==> config.mk <==
export PLATFORM = sky130hd
export DESIGN_NAME = vco_adc_seq_flat
export DESIGN_NICKNAME = d
export VERILOG_FILES = /design/src/rtl/vco_adc_seq_pkg.sv /design/src/rtl/vco_adc_seq_if.sv /design/src/rtl/vco_adc_seq_sync_fifo.sv /design/src/rtl/vco_adc_seq.sv /design/src/flat_wrapper.sv
export SDC_FILE = /design/constraint.sdc
export NUM_CORES = 1
export LEC_CHECK = 0
export ABC_AREA = 1
export CAP_MARGIN = 20
export CELL_PAD_IN_SITES_DETAIL_PLACEMENT = 1
export CELL_PAD_IN_SITES_GLOBAL_PLACEMENT = 1
export CORE_MARGIN = 4
export CORE_UTILIZATION = 40
export CTS_CLUSTER_SIZE = 25
export DETAILED_ROUTE_END_ITERATION = 12
export PLACE_DENSITY_LB_ADDON = 0.05
export RECOVER_POWER = 25
export SLEW_MARGIN = 30
export SYNTH_ARGS = -nofsm -noshare
export SYNTH_HDL_FRONTEND = slang
export SYNTH_SLANG_ARGS = --single-unit
==> constraint.sdc <==
create_clock -name clk -period 3.9 [get_ports clk]
set_input_delay 0.78 -clock clk [delete_from_list [all_inputs] [get_ports clk]]
set_output_delay 0.78 -clock clk [all_outputs]
set_load 0.1 [all_outputs]
==> src/rtl/vco_adc_seq_pkg.sv <==
// Shared definitions for the vco_adc conversion sequencer.
package vco_adc_seq_pkg;

  typedef enum logic [1:0] {
    ST_IDLE = 2'd0,
    ST_RUN  = 2'd1,
    ST_DONE = 2'd2
  } state_t;

  // Bit positions inside status_out = {timeout, overrun}
  localparam int unsigned STAT_OVR = 0;
  localparam int unsigned STAT_TO  = 1;

endpackage

==> src/rtl/vco_adc_seq_if.sv <==
// Command and result channels between the bus layer (master) and the sequencer (slave).
interface vco_adc_seq_if #(
  parameter int unsigned DATA_WIDTH = 32,
  parameter int unsigned OSR_WIDTH  = 10,
  parameter int unsigned CNT_WIDTH  = 16
);
  logic                  req_valid_in;
  logic                  req_ready_out;
  logic [OSR_WIDTH-1:0]  req_osr_in;
  logic [CNT_WIDTH-1:0]  req_count_in;
  logic [DATA_WIDTH-1:0] res_data_out;
  logic                  res_valid_out;
  logic                  res_ready_in;

  modport master (
    output req_valid_in, req_osr_in, req_count_in, res_ready_in,
    input  req_ready_out, res_data_out, res_valid_out
  );

  modport slave (
    input  req_valid_in, req_osr_in, req_count_in, res_ready_in,
    output req_ready_out, res_data_out, res_valid_out
  );
endinterface

==> src/rtl/vco_adc_seq_sync_fifo.sv <==
// Result FIFO: power-of-two depth, wrap-bit pointers, head read from storage registers.
module sync_fifo #(
  parameter int unsigned DATA_WIDTH = 32,
  parameter int unsigned FIFO_DEPTH = 4
) (
  input  logic                  clk,
  input  logic                  rst,
  input  logic                  push,
  input  logic [DATA_WIDTH-1:0] push_data,
  input  logic                  pop,
  output logic [DATA_WIDTH-1:0] head,
  output logic                  full,
  output logic                  empty
);
  localparam int unsigned AW = $clog2(FIFO_DEPTH);

  logic [DATA_WIDTH-1:0] mem [FIFO_DEPTH];
  logic [AW:0]           wr_ptr;
  logic [AW:0]           rd_ptr;
  logic                  do_push;
  logic                  do_pop;

  assign full    = (wr_ptr[AW] != rd_ptr[AW]) && (wr_ptr[AW-1:0] == rd_ptr[AW-1:0]);
  assign empty   = (wr_ptr == rd_ptr);
  assign do_pop  = pop && !empty;
  // A push into a full FIFO is still taken when the head leaves in the same cycle
  assign do_push = push && (!full || do_pop);
  assign head    = mem[rd_ptr[AW-1:0]];

  // Pointer update; reset empties the FIFO
  always_ff @(posedge clk) begin
    if (rst) begin
      wr_ptr <= '0;
      rd_ptr <= '0;
    end else begin
      if (do_push) wr_ptr <= wr_ptr + 1'b1;
      if (do_pop)  rd_ptr <= rd_ptr + 1'b1;
    end
  end

  // Storage write
  always_ff @(posedge clk) begin
    if (do_push) mem[wr_ptr[AW-1:0]] <= push_data;
  end
endmodule

==> src/rtl/vco_adc_seq.sv <==
// Conversion sequencer: runs one burst on vco_adc, collects the requested sample count into the result FIFO.
module vco_adc_seq
  import vco_adc_seq_pkg::*;
#(
  parameter int unsigned DATA_WIDTH = 32,
  parameter int unsigned OSR_WIDTH  = 10,
  parameter int unsigned CNT_WIDTH  = 16,
  parameter int unsigned FIFO_DEPTH = 4,
  parameter int unsigned TO_MARGIN  = 16
) (
  input  logic                  clk,
  input  logic                  rst,
  vco_adc_seq_if.slave          bus,
  input  logic                  abort_in,
  output logic                  adc_enable_out,
  output logic [OSR_WIDTH-1:0]  adc_oversample_out,
  input  logic [DATA_WIDTH-1:0] adc_data_in,
  input  logic                  adc_valid_in,
  output logic                  busy_out,
  output logic                  done_out,
  output logic [1:0]            status_out
);
  localparam int unsigned WIN_WIDTH = OSR_WIDTH + 4;

  state_t                state;
  logic [CNT_WIDTH-1:0]  remaining;
  logic [WIN_WIDTH-1:0]  timer;
  logic [WIN_WIDTH-1:0]  window;
  logic                  req_ready;
  logic                  sample_take;
  logic                  pop;
  logic                  fifo_full;
  logic                  fifo_empty;
  logic [DATA_WIDTH-1:0] fifo_head;

  assign sample_take       = (state == ST_RUN) && adc_valid_in && (remaining != '0);
  assign pop               = bus.res_ready_in && !fifo_empty;
  assign bus.res_valid_out = !fifo_empty;
  assign bus.res_data_out  = fifo_head;
  assign bus.req_ready_out = req_ready;

  sync_fifo #(
    .DATA_WIDTH(DATA_WIDTH),
    .FIFO_DEPTH(FIFO_DEPTH)
  ) u_fifo (
    .clk      (clk),
    .rst      (rst),
    .push     (sample_take),
    .push_data(adc_data_in),
    .pop      (pop),
    .head     (fifo_head),
    .full     (fifo_full),
    .empty    (fifo_empty)
  );

  // Burst FSM with registered handshake, enable, busy, done and status outputs
  always_ff @(posedge clk) begin
    if (rst) begin
      state              <= ST_IDLE;
      adc_enable_out     <= 1'b0;
      adc_oversample_out <= '0;
      req_ready          <= 1'b1;
      busy_out           <= 1'b0;
      done_out           <= 1'b0;
      status_out         <= '0;
      remaining          <= '0;
      timer              <= '0;
      window             <= '0;
    end else begin
      done_out <= 1'b0;
      case (state)
        ST_IDLE: begin
          if (bus.req_valid_in) begin
            adc_oversample_out <= bus.req_osr_in;
            remaining          <= bus.req_count_in;
            window             <= {1'b0, bus.req_osr_in, 3'b000} + WIN_WIDTH'(TO_MARGIN);
            timer              <= '0;
            status_out         <= '0;
            req_ready          <= 1'b0;
            busy_out           <= 1'b1;
            if (bus.req_count_in != '0) begin
              state          <= ST_RUN;
              adc_enable_out <= 1'b1;
            end else begin
              state    <= ST_DONE;
              done_out <= 1'b1;
            end
          end
        end
        ST_RUN: begin
          timer <= timer + 1'b1;
          if (sample_take) begin
            remaining <= remaining - 1'b1;
            timer     <= '0;
            if (fifo_full && !pop) status_out[STAT_OVR] <= 1'b1;
          end
          // Last sample outranks abort, abort outranks timeout
          if ((sample_take && remaining == CNT_WIDTH'(1)) || abort_in) begin
            state          <= ST_DONE;
            adc_enable_out <= 1'b0;
            done_out       <= 1'b1;
          end else if (!sample_take && timer == window - WIN_WIDTH'(1)) begin
            status_out[STAT_TO] <= 1'b1;
            state               <= ST_DONE;
            adc_enable_out      <= 1'b0;
            done_out            <= 1'b1;
          end
        end
        ST_DONE: begin
          state     <= ST_IDLE;
          req_ready <= 1'b1;
          busy_out  <= 1'b0;
        end
        default: begin
          state          <= ST_IDLE;
          adc_enable_out <= 1'b0;
          req_ready      <= 1'b1;
          busy_out       <= 1'b0;
        end
      endcase
    end
  end
endmodule

==> src/flat_wrapper.sv <==
// flat-port wrapper written by rule: the top's interface ports become plain ports
module vco_adc_seq_flat import vco_adc_seq_pkg::*;
#(
  parameter int unsigned DATA_WIDTH = 32,
  parameter int unsigned OSR_WIDTH  = 10,
  parameter int unsigned CNT_WIDTH  = 16,
  parameter int unsigned FIFO_DEPTH = 4,
  parameter int unsigned TO_MARGIN  = 16
)
  (clk, rst, abort_in, adc_enable_out, adc_oversample_out, adc_data_in, adc_valid_in, busy_out, done_out, status_out, bus_req_valid_in, bus_req_osr_in, bus_req_count_in, bus_res_ready_in, bus_req_ready_out, bus_res_data_out, bus_res_valid_out);
  vco_adc_seq_if #(.DATA_WIDTH(DATA_WIDTH), .OSR_WIDTH(OSR_WIDTH), .CNT_WIDTH(CNT_WIDTH)) bus_i ();
  input  logic clk;
  input  logic rst;
  input  logic abort_in;
  output logic adc_enable_out;
  output logic [OSR_WIDTH-1:0] adc_oversample_out;
  input  logic [DATA_WIDTH-1:0] adc_data_in;
  input  logic adc_valid_in;
  output logic busy_out;
  output logic done_out;
  output logic [1:0] status_out;
  input wire logic [$bits(bus_i.req_valid_in)-1:0] bus_req_valid_in;
  input wire logic [$bits(bus_i.req_osr_in)-1:0] bus_req_osr_in;
  input wire logic [$bits(bus_i.req_count_in)-1:0] bus_req_count_in;
  input wire logic [$bits(bus_i.res_ready_in)-1:0] bus_res_ready_in;
  output wire logic [$bits(bus_i.req_ready_out)-1:0] bus_req_ready_out;
  output wire logic [$bits(bus_i.res_data_out)-1:0] bus_res_data_out;
  output wire logic [$bits(bus_i.res_valid_out)-1:0] bus_res_valid_out;
  assign bus_i.req_valid_in = bus_req_valid_in;
  assign bus_i.req_osr_in = bus_req_osr_in;
  assign bus_i.req_count_in = bus_req_count_in;
  assign bus_i.res_ready_in = bus_res_ready_in;
  assign bus_req_ready_out = bus_i.req_ready_out;
  assign bus_res_data_out = bus_i.res_data_out;
  assign bus_res_valid_out = bus_i.res_valid_out;
  vco_adc_seq #(.DATA_WIDTH(DATA_WIDTH), .OSR_WIDTH(OSR_WIDTH), .CNT_WIDTH(CNT_WIDTH), .FIFO_DEPTH(FIFO_DEPTH), .TO_MARGIN(TO_MARGIN)) u_core (.clk(clk), .rst(rst), .bus(bus_i), .abort_in(abort_in), .adc_enable_out(adc_enable_out), .adc_oversample_out(adc_oversample_out), .adc_data_in(adc_data_in), .adc_valid_in(adc_valid_in), .busy_out(busy_out), .done_out(done_out), .status_out(status_out));
endmodule
# Word level (Yosys, flattened, before mapping)
# Memory sizes are Yosys's and may differ from the RTL's. A register that Yosys moved wholly into a read port is not among the register bits.
# Cells that the tools add are included.
# op_classes
n_mux,35
n_eq_ne,14
bitwise_logic,2
n_reduce_logical,27
add_sub_neg,6
# ops
op,n
$mux W16,2
$pmux W16 S2,1
$reduce_bool A16 Y1,2
$mux W14,2
$pmux W14 S2,1
$eq A16 B1 Y1 const B,1
$mux W1,16
$sub A16 B1 Y16 const B,1
$add A13 B5 Y14 const B,1
$add A14 B1 Y14 const B,1
$eq A14 B14 Y1,1
$mux W2,7
$sub A14 B1 Y14 const B,1
$reduce_and A4 Y1,3
$logic_and A1 B1 Y1,9
$ne A2 B2 Y1 const B,4
$pmux W2 S2,2
$reduce_and A2 Y1,4
$add A3 B1 Y3 const B,2
$pmux W1 S2,3
$logic_not A1 Y1,4
$ne A2 B1 Y1 const B,2
$eq A3 B3 Y1,1
$ne A3 B3 Y1 const B,1
other kinds (10),12
# word_totals
out_inout_bits,49
memories,1
register_bits,68
mem_bits_rw,128
# mem_list
memory,depth,word_bits,read_ports,rd_clocked_by_memory_dff,wr,line_no,source
u_core.u_fifo.mem,4,32,1,1,1,vco_adc_seq_sync_fifo.sv:17,logic [DATA_WIDTH-1:0] mem [FIFO_DEPTH];

# Logic depth before layout (Yosys ltp)
# Gate-level depths: netlist of run 1.
# depth
depth_word,8
depth_mapped,14

# By module
# From an unflattened synthesis of run 1, not the netlist that was laid out.
# hier_totals
cells_unflattened,896
area_unflattened_um2,8642.0
# modules_own_cells
module,area_each_um2,cells_per_inst,seq_area_each_um2,n_inst
sync_fifo,5167.5,375,4003.8,1
vco_adc_seq,3474.6,521,1161.1,1

# Least setup slack after synthesis of run 1
# Ideal clock, no wire load.
# synth_path
kind,reg2out
from,register (tool-made name)
to,output bus_res_data_out[23]
stages_incl_launch_ff,6
slack_ns,0.706
arrival_ns,2.414
cell_sequence,dfxtp_1 -> clkbuf_1 -> clkinv_1 -> clkbuf_1 -> o21ai_0 -> o22ai_1
# synth_rtl
element,line_no,source
"end, declared",flat_wrapper.sv:27,output wire logic [$bits(bus_i.res_data_out)-1:0] bus_res_data_out;

==> key figures, run 1 <==
Routing
  – Detailed Route WL: around 22000 um
  – Antenna Nets Post-Route: 0
  – DR WL/cell: approximately 17 um
  – DR pass1 iterations: 4
  – Initial DRC count: 275
  – Drt drc: 0
  – Via/cell ratio: 5.190
  – Vias: roughly 6500

Clocking
  – CTS Buf Count: 17
  – Worst-path clk slew: roughly 70 ps
  – Root Driver: clkbuf_16
  – CTS resizes: 0
  – Sink Count: 194
  – CTS tree: yes
  – Clock Latency Late Sink: about 430 ps
  – CTS Hold Buffers Added: 0
  – H-tree Lvls: 4
  – Setup Buffers After CTS: 0
  – Clock Path Buffers: 2

Synthesis
  – Distinct cell type count after synthesis: 46
  – Synthesis-stage register bit count: a little under 200
  – Synthesis Warnings: 0
  – Top-count cell post-synth: nor2_1
  – FFs w/ async S/R, synth: 0%
  – Top cells by area, synth: edfxtp_1 46%, dfxtp_1 16%, nor2_1 6.7%
  – Mapped Area: 8416 um2
  – Syn_nets: 930
  – Synth top cells by count: 151 x nor2_1, 128 x edfxtp_1, 110 x nand2_1
  – Biggest area consumer among synthesized cells: edfxtp_1
  – Number of synthesized flops with an enable pin: between 100 and 150
  – Post-synth top flop: edfxtp_1
  – Sequential share of the synthesized area: between 60 and 70%
  – Synth Instances: 856
  – Syn Area/Cell: approximately 9.8 um2
  – Synth top area share: a little under half

Worst setup path
  – CP Class: register to output port
  – Cell family with most CP delay: buffers and inverters
  – Slowest stage delay, CP: between 300 and 400 ps
  – Type of element capturing the critical path: output port
  – Arr. time, crit path: 2290 ps
  – Buf/Inv on CP: 4
  – Crit path depth: 6
  – CP most frequent cell: buf_4
  – Critical Path RT: 3120 ps
  – Worst R2R Path Depth: 10
  – Startpoint types: register
  – Crit-path slowest cell: inv_1
  – Critical Path, Cell by Cell: buf_4 > inv_1 > buf_4 > o21ai_0 > o22ai_1 > buf_4
  – Crit-path max FO: 33

Timing
  – TNS Setup: 0 ps
  – Post-Route Skew: 13.09 ps
  – Crit share post-route: 78.59%
  – Max-slew violations: 0
  – Slew margin rel.: between 30% and 40%
  – RSZ-0062 raised after global routing: false
  – Minimum clock period: just over 3000 ps
  – Least-Margin Pin Slew: between 900 and 1000 ps
  – Final setup fails: 0
  – Final Hold Viols: 0
  – Max Clock Freq: 326.3 MHz

GRT
  – First-pass GRT wire length: 35180 um
  – All-layer global routing usage: ~18%
  – Initial antenna violation count: 0
  – Via count of the first global-routing pass: 6842
  – Total congestion overflow: 0
  – Largest net degree at the start of global routing: 65

Place
  – IO Port Bufs: roughly 110
  – GPL Wtd Cong: around 0.77
  – Estimated wirelength of the detail-placed design: roughly 15000 um

Cells and area
  – Fraction of layout cells with a size suffix above 1: a little under an eighth
  – Synthesis-to-layout area growth: 23.06%
  – # diodes: 0
  – Nets: between 1000 and 1500
  – Layout filler cell count: about 2300
  – Final core utilization: approximately 50%

Die
  – Num rows: 52
  – Die X: roughly 150 um
  – Core area: around 20000 um2
  – Height of the die: 153.1 um
  – DIE AREA: 23420 um2
  – Starting density of the core: approximately two fifths
  – I/O pins: 113

Power
  – Peak VDD IR: 0.2722 mV
  – Final Power: about 6.9 mW
  – P_leak: about 3.8 nW
  – P per Cell Area: ~670 nW/um2

Job
  – Max-cap violations: 0

Hold path
  – Hold path cells: 2
  – HP Class: register to register

Status
  – Status: completed
## worst min-delay path, delay by kind of cell (launching register included)
kind             cells  cell delay, ps
DFF                  1             320
and+or+nand+nor      2             110
## per-layer routing
layer | track usage (%) | routed length, um
met2 | 33.32 | 11390
met1 | 22.45 | 9070
met4 | 4.328 | 238
met3 | 3.930 | 821
met5 | 0 | 0
## final timing paths
path / startpoint / endpoint / slack [ps]
min: u_core.busy_out$_SDFFE_PP0P_ / u_core.busy_out$_SDFFE_PP0P_ / 470
max: register / bus_res_data_out[31] / 830
min reg2reg: u_core.busy_out$_SDFFE_PP0P_ / u_core.busy_out$_SDFFE_PP0P_ / 470
max reg2reg: u_core.remaining[0]$_SDFFE_PP0P_ / u_core.u_fifo.mem[3][4]$_DFFE_PP_ / 1380
## logic make-up (layout without fill, tap and decap cells)
family / after synthesis / count (layout) / share of synthesized area (%)
and+or+nand+nor: 336 / 336 / 17.20
DFF: 194 / 194 / 61.37
AOI/OAI and AO/OA: 193 / 193 / 12.85
buffers and inverters: 102 / 223 / 4.906
xor gates and xnor gates: 21 / 21 / 2.185
adders and majority gates: 10 / 10 / 1.487
## power breakdown
group,switching [mW],internal (mW)
Clock,0.779,1.02
Combinational,2.09,0.595
Sequential,0.0900,2.31
## per-stage QoR
stage,instances,hold WS [ps],instance area [um2],worst slack [ps]
after floorplan,856,445.7,8416,706.1
after global placement,1215,449.7,9752,1034
after detailed placement,1215,456.4,9747,971.2
after CTS,1247,473.0,10360,738.4
after global routing,1247,490.1,10360,631.6
final,1247,469.9,10360,834.9
## registers in the layout (all words and copies together) (netlist names), 3 cells and up, named ones only
signal / cells
u_core.adc_oversample_out: 10
u_core.remaining: 16
u_core.timer: 14
u_core.u_fifo.mem: 128
u_core.u_fifo.rd_ptr: 3
u_core.u_fifo.wr_ptr: 3
u_core.window: 10
## layout by cell type, fill, tap and decap left out, types with 11 or more instances in the layout
cell,synthesis,layout
a21oi_1,32,32
buf_4,1,43
clkbuf_16,0,17
clkdlybuf4s50_1,0,54
dfxtp_1,66,65
dlygate4sd3_1,0,24
edfxtp_1,128,128
inv_1,62,62
nand2_1,110,110
nand3_1,23,23
nor2_1,151,147
nor3_1,17,17
o21ai_0,102,102
o22ai_1,34,34
xor2_1,11,11
## cell type report
class | instances | area (um2) | share of cell area, %
clock buffers | 18 | 429.2 | 4.144
repair buffers | 122 | 1109 | 10.70
flip-flops and latches | 194 | 5166 | 49.89
inverters | 69 | 266.5 | 2.573
clock inverters | 14 | 180.2 | 1.740
multi-input cells | 560 | 2868 | 27.69
well taps | 270 | 337.8 | 3.262
Power figures use the tool's default switching activity.
==> run 2, diff against run 1 <==
- clock period: 3.9 -> 3.2 ns (I/O delays scaled with it)
==> key figures, run 2 (synthesized netlist as in run 1, its figures left out) <==
Hold path
  – Hold path cells: 2 (unchanged)
  – Hold_sp: u_core.u_fifo.rd_ptr[2]$_SDFFE_PP0P_ (was u_core.busy_out$_SDFFE_PP0P_)
  – Worst Hold End: u_core.u_fifo.rd_ptr[2]$_SDFFE_PP0P_ (was u_core.busy_out$_SDFFE_PP0P_)
  – HP Class: register to register (unchanged)

Timing
  – Hold Slack: 482.1 ps (was 469.9 ps)
  – Final Hold Viols: 0 (unchanged)
  – Crit share post-route: between 80% and 90%
  – Minimum clock period: about 2800 ps
  – Slew margin rel.: 58.42% (was 33.63%)
  – RSZ-0062 raised after global routing: false (unchanged)
  – Max-slew violations: 0 (unchanged)
  – Least-Margin Pin Slew: 623.7 ps (was 992.5 ps)
  – Setup ws final: 443.0 ps (was 834.9 ps)
  – TNS Setup: 0 ps (unchanged)
  – Post-Route Skew: 16.93 ps (was 13.09 ps)
  – Max Clock Freq: roughly 360 MHz
  – Final setup fails: 0 (unchanged)

Die
  – Height of the die: 153.1 um (unchanged)
  – Die X: 153.1 um (unchanged)
  – DIE AREA: 23420 um2 (unchanged)
  – Core area: 20490 um2 (unchanged)
  – Num rows: 52 (unchanged)
  – Starting density of the core: 41.06% (unchanged)
  – I/O pins: 113 (unchanged)

GRT
  – First-pass GRT wire length: 36000 um (was 35180 um)
  – Via count of the first global-routing pass: 6960 (was 6842)
  – All-layer global routing usage: 18.89% (was 18.40%)
  – Total congestion overflow: 0 (unchanged)
  – Initial antenna violation count: 0 (unchanged)
  – Largest net degree at the start of global routing: 65 (unchanged)

Worst setup path
  – Startpoint types: register (unchanged)
  – Worst R2R Path Depth: 10 (unchanged)
  – Worst R2R Start: u_core.remaining[0]$_SDFFE_PP0P_ (unchanged)
  – Worst r2r dst: u_core.u_fifo.mem[1][11]$_DFFE_PP_ (was u_core.u_fifo.mem[3][4]$_DFFE_PP_)
  – Arr. time, crit path: 2120 ps (was 2290 ps)
  – Type of element capturing the critical path: output port (unchanged)
  – Reg2reg setup slack: 930 ps (was 1380 ps)
  – CP Class: register to output port (unchanged)
  – Crit-path max FO: 30 (was 33)
  – Critical Path RT: 2560 ps (was 3120 ps)

Place
  – Estimated wirelength of the detail-placed design: 15580 um (was 14820 um)
  – Area post-placement: 10180 um2 (was 9747 um2)
  – GPL Wtd Cong: 0.7812 (was 0.7672)
  – IO Port Bufs: 112 (unchanged)
  – Setup slack at placement: 586.9 ps (was 971.2 ps)
  – Placed cell count: 1217 (was 1215)

Clocking
  – CTS Hold Buffers Added: 0 (unchanged)
  – CTS Buf Count: 17 (unchanged)
  – Worst-path clk slew: 70 ps (about the same)
  – Clock Path Buffers: 2 (unchanged)
  – Root Driver: clkbuf_16 (unchanged)
  – Clock Latency Late Sink: 430 ps (about the same)
  – CTS tree: yes (unchanged)
  – Sink Count: 194 (unchanged)
  – Setup Buffers After CTS: 0 (unchanged)
  – CTS resizes: 0 (unchanged)
  – H-tree Lvls: 4 (unchanged)

Power
  – P per Cell Area: 831.7 nW/um2 (was 665.2 nW/um2)
  – P_leak: 3.989 nW (was 3.781 nW)
  – Peak VDD IR: 0.3901 mV (was 0.2722 mV)

Job
  – Max-cap violations: 0 (unchanged)

Cells and area
  – Layout filler cell count: 2231 (was 2326)
  – Fin cells: 1248 (was 1247)
  – Fraction of layout cells with a size suffix above 1: 13.19% (was 11.36%)
  – Multi-input combinational cell area: 2868 um2 (unchanged)
  – Final Cell Area: 10790 um2 (was 10360 um2)
  – Synthesis-to-layout area growth: 28.23% (was 23.06%)
  – Commonest non-fill, non-tap cell in the layout: nor2_1 (unchanged)
  – Max reg flops: 128 (unchanged)
  – # diodes: 0 (unchanged)
  – Nets: 1040 (was 1038)
  – Storage cell area: 5166 um2 (unchanged)
  – Commonest non-fill, non-tap cells in the layout: 147 x nor2_1, 128 x edfxtp_1, 110 x nand2_1, 102 x o21ai_0, 65 x dfxtp_1 (unchanged)

Routing
  – DR pass1 iterations: 4 (unchanged)
  – Detailed Route WL: 22290 um (was 21520 um)
  – Vias: 6487 (was 6472)
  – Drt drc: 0 (unchanged)
  – DR WL/cell: 17.86 um (was 17.26 um)
  – Via/cell ratio: 5.198 (was 5.190)
  – Initial DRC count: 287 (was 275)
  – Antenna Nets Post-Route: 0 (unchanged)

Status
  – Status: completed (unchanged)
-- run 2: changes by cell type in the layout (fill, tap and decap cells not counted) --
cell,change
inv_8,+7
bufinv_16,-1
clkdlybuf4s50_1,-15
clkbuf_1,-1
clkinv_1,-1
buf_2,-1
clkinv_2,-1
clkinvlp_4,-3
buf_12,+36
inv_6,-2
buf_4,-18
clkinv_4,+1
-- run 2: cell type report --
| type | count | area share [%] |
|---|---|---|
| Inverter | 69 | 2.470 |
| Sequential cell | 194 | 47.87 |
| Clock inverter | 14 | 1.751 |
| Multi-Input combinational cell | 560 | 26.57 |
| Clock buffer | 17 | 3.942 |
| Timing Repair Buffer | 124 | 14.26 |
| Tap cell | 270 | 3.130 |
-- run 2: worst max-delay path by stage --
stage	startpoint	end	slack, ps	depth (start not counted)
finish	register	bus_res_data_out[11]	440	5
CTS	register	bus_res_data_out[5]	410	5
global route	register	bus_res_data_out[9]	250	5
detailed placement	bus_req_valid_in	u_core.timer[11]$_SDFFE_PP0P_	590	11
floorplan	register	bus_res_data_out[23]	150	5
global placement	bus_req_valid_in	u_core.timer[11]$_SDFFE_PP0P_	640	11
-- run 2: report_power, final --
group          switching, mW  internal [mW]
registers              0.116           2.82
logic                   2.67           1.16
clock network           1.02           1.20
-- run 2: through the flow --
step	total power [mW]	utilization, %
floorplan	5.503	-
global placement	6.761	49.66
detailed placement	6.845	49.66
CTS	9.072	52.66
global route	9.374	52.66
finish	8.975	52.66
-- run 2: routing by layer --
metal | up-vias | track usage [%] | share of wire [%] | routed length, um
li1 | 3164 | - | - | -
met1 | 3208 | 22.47 | 42 | 9452
met2 | 100 | 35.75 | 54 | 12060
met3 | 15 | 3.082 | 2.7 | 610
met4 | 0 | 4.073 | 0.78 | 173
met5 | - | 0 | 0 | 0
-- run 2: critical path: stages, from the launching register on --
cell	delay (ps)
dfxtp_2	340
clkinv_1	380
buf_4	410
o21ai_0	200
o22ai_1	160
buf_12	200
==> run 3, diff against run 2 <==
- PLACE_DENSITY: default -> 0.84
- PLACE_DENSITY_LB_ADDON: 0.05 -> default
==> key figures, run 3 (synthesized netlist as in run 1, its figures left out) <==
Die
  – Starting density of the core: 41.06% (unchanged)
  – Die X: 153.1 um (unchanged)
  – DIE AREA: 23420 um2 (unchanged)
  – Height of the die: 153.1 um (unchanged)
  – I/O pins: 113 (unchanged)
  – Core area: 20490 um2 (unchanged)
  – Num rows: 52 (unchanged)

Clocking
  – Clock Path Buffers: 2 (unchanged)
  – CTS Buf Count: 17 (unchanged)
  – Setup Buffers After CTS: 0 (unchanged)
  – CTS tree: yes (unchanged)
  – CTS resizes: 0 (unchanged)
  – Sink Count: 194 (unchanged)
  – Clock Latency Late Sink: 430 ps (about the same)
  – CTS Hold Buffers Added: 0 (unchanged)
  – Root Driver: clkbuf_16 (unchanged)
  – H-tree Lvls: 4 (unchanged)
  – Worst-path clk slew: 70 ps (about the same)

Routing
  – Initial DRC count: 353 (was 287)
  – Detailed Route WL: 21600 um (was 22290 um)
  – Drt drc: 0 (unchanged)
  – DR WL/cell: 17.29 um (was 17.86 um)
  – Wl on met1: 9645 um (was 9452 um)
  – WL met2: 10900 um (was 12060 um)
  – DR pass1 iterations: 4 (unchanged)
  – Wire length on met3: 868 um (was 610 um)
  – Vias: 6449 (was 6487)
  – Max Used Layer: met4 (unchanged)
  – Via/cell ratio: 5.163 (was 5.198)
  – Antenna Nets Post-Route: 0 (unchanged)

Status
  – Status: completed (unchanged)

Worst setup path
  – Arr. time, crit path: 2140 ps (was 2120 ps)
  – CP Class: register to output port (unchanged)
  – Crit-path slowest cell: buf_4 (unchanged)
  – Startpoint types: register (unchanged)
  – Critical Path, Cell by Cell: buf_4 > o21ai_0 > o22ai_1 > buf_12 (was clkinv_1 > buf_4 > o21ai_0 > o22ai_1 > buf_12)
  – Critical Path RT: 2560 ps (about the same)
  – Slowest stage delay, CP: 490 ps (was 410 ps)
  – Crit-path max FO: 64 (was 30)
  – Worst R2R Path Depth: 10 (unchanged)
  – Type of element capturing the critical path: output port (unchanged)

Place
  – Setup slack at placement: 608.4 ps (was 586.9 ps)
  – GPL Wtd Cong: 0.8144 (was 0.7812)
  – Estimated wirelength of the detail-placed design: 15080 um (was 15580 um)
  – IO Port Bufs: 112 (unchanged)

Cells and area
  – Commonest non-fill, non-tap cells in the layout: 147 x nor2_1, 128 x edfxtp_1, 110 x nand2_1, 102 x o21ai_0, 65 x dfxtp_1 (unchanged)
  – Layout filler cell count: 2292 (was 2231)
  – Commonest non-fill, non-tap cell in the layout: nor2_1 (unchanged)
  – Nets: 1040 (unchanged)
  – # diodes: 0 (unchanged)
  – Max reg flops: 128 (unchanged)
  – Synthesis-to-layout area growth: 27.42% (was 28.23%)
  – Final core utilization: 52.32% (was 52.66%)
  – Fraction of layout cells with a size suffix above 1: 13.18% (was 13.19%)

Timing
  – Minimum clock period: 2778 ps (was 2757 ps)
  – TNS Setup: 0 ps (unchanged)
  – Final setup fails: 0 (unchanged)
  – Least-Margin Pin Slew: 609.4 ps (was 623.7 ps)
  – Hold Slack: 463.8 ps (was 482.1 ps)
  – RSZ-0062 raised after global routing: false (unchanged)
  – Max Clock Freq: 360.0 MHz (was 362.7 MHz)
  – Final Hold Viols: 0 (unchanged)
  – Max-slew violations: 0 (unchanged)
  – Setup ws final: 422.2 ps (was 443.0 ps)
  – Crit share post-route: 86.81% (was 86.16%)
  – Post-Route Skew: 10.26 ps (was 16.93 ps)
  – Slew margin rel.: 59.38% (was 58.42%)

Power
  – Final Power: 8.754 mW (was 8.975 mW)
  – P per Cell Area: 816.4 nW/um2 (was 831.7 nW/um2)
  – Peak VDD IR: 0.3690 mV (was 0.3901 mV)
  – P_leak: 3.958 nW (was 3.989 nW)

Job
  – Max-cap violations: 0 (unchanged)

GRT
  – Via count of the first global-routing pass: 6741 (was 6960)
  – Largest net degree at the start of global routing: 65 (unchanged)
  – First-pass GRT wire length: 35270 um (was 36000 um)
  – Total congestion overflow: 0 (unchanged)
  – All-layer global routing usage: 18.56% (was 18.89%)
  – Initial antenna violation count: 0 (unchanged)

Hold path
  – HP Class: register to register (unchanged)
  – Hold path cells: 2 (unchanged)
-- run 3: cell types whose count changed in the layout (fill, tap and decap cells not counted) --
cell and delta:
bufinv_16 -2, clkinvlp_4 +1, clkdlybuf4s50_1 -1, inv_6 +4
clkinv_8 -1, clkinv_4 -1, inv_8 -4, clkinv_2 +3
clkbuf_1 +1, dlygate4sd3_1 +1
-- run 3: final timing paths --
check	end	slack, ps	start
setup / recovery	bus_res_data_out[2]	420	register
hold / removal	u_core.busy_out$_SDFFE_PP0P_	460	u_core.busy_out$_SDFFE_PP0P_
setup reg to reg	u_core.u_fifo.mem[3][4]$_DFFE_PP_	970	u_core.remaining[0]$_SDFFE_PP0P_
hold reg to reg	u_core.busy_out$_SDFFE_PP0P_	460	u_core.busy_out$_SDFFE_PP0P_
-- run 3: routing by layer --
metal  vias to the layer above  global-route usage, %
li1                       3164                      -
met1                      3113                  23.69
met2                       152                  32.79
met3                        20                  3.902
met4                         0                  3.691
met5                         -                      0
-- run 3: cell type report --
| cell class | count | area [um2] | area share [%] |
|---|---|---|---|
| inverters | 69 | 266.5 | 2.485 |
| flip-flops and latches | 194 | 5166 | 48.18 |
| clock buffers | 18 | 429.2 | 4.002 |
| well taps | 270 | 337.8 | 3.151 |
| clock inverters | 14 | 116.4 | 1.085 |
| repair buffers | 124 | 1539 | 14.35 |
| multi-input cells | 560 | 2868 | 26.74 |
-- run 3: critical path, delay by kind of cell, from the launching register on --
family	cells	cell delay, ps
buf+inv	2	720
compound gates	2	640
flops	1	330
-- run 3: power breakdown --
part	switching, mW	leakage, nW	internal, mW
Sequential	0.110	1.70	2.82
Clock	0.983	0.268	1.02
Combinational	2.66	1.99	1.16
Total	3.76	3.96	5.00
-- run 3: through the flow --
step / cells / cell area (um2)
floorplan: 856 / 8416
global placement: 1217 / 10180
detailed placement: 1217 / 10180
CTS: 1249 / 10720
global route: 1249 / 10720
finish: 1249 / 10720
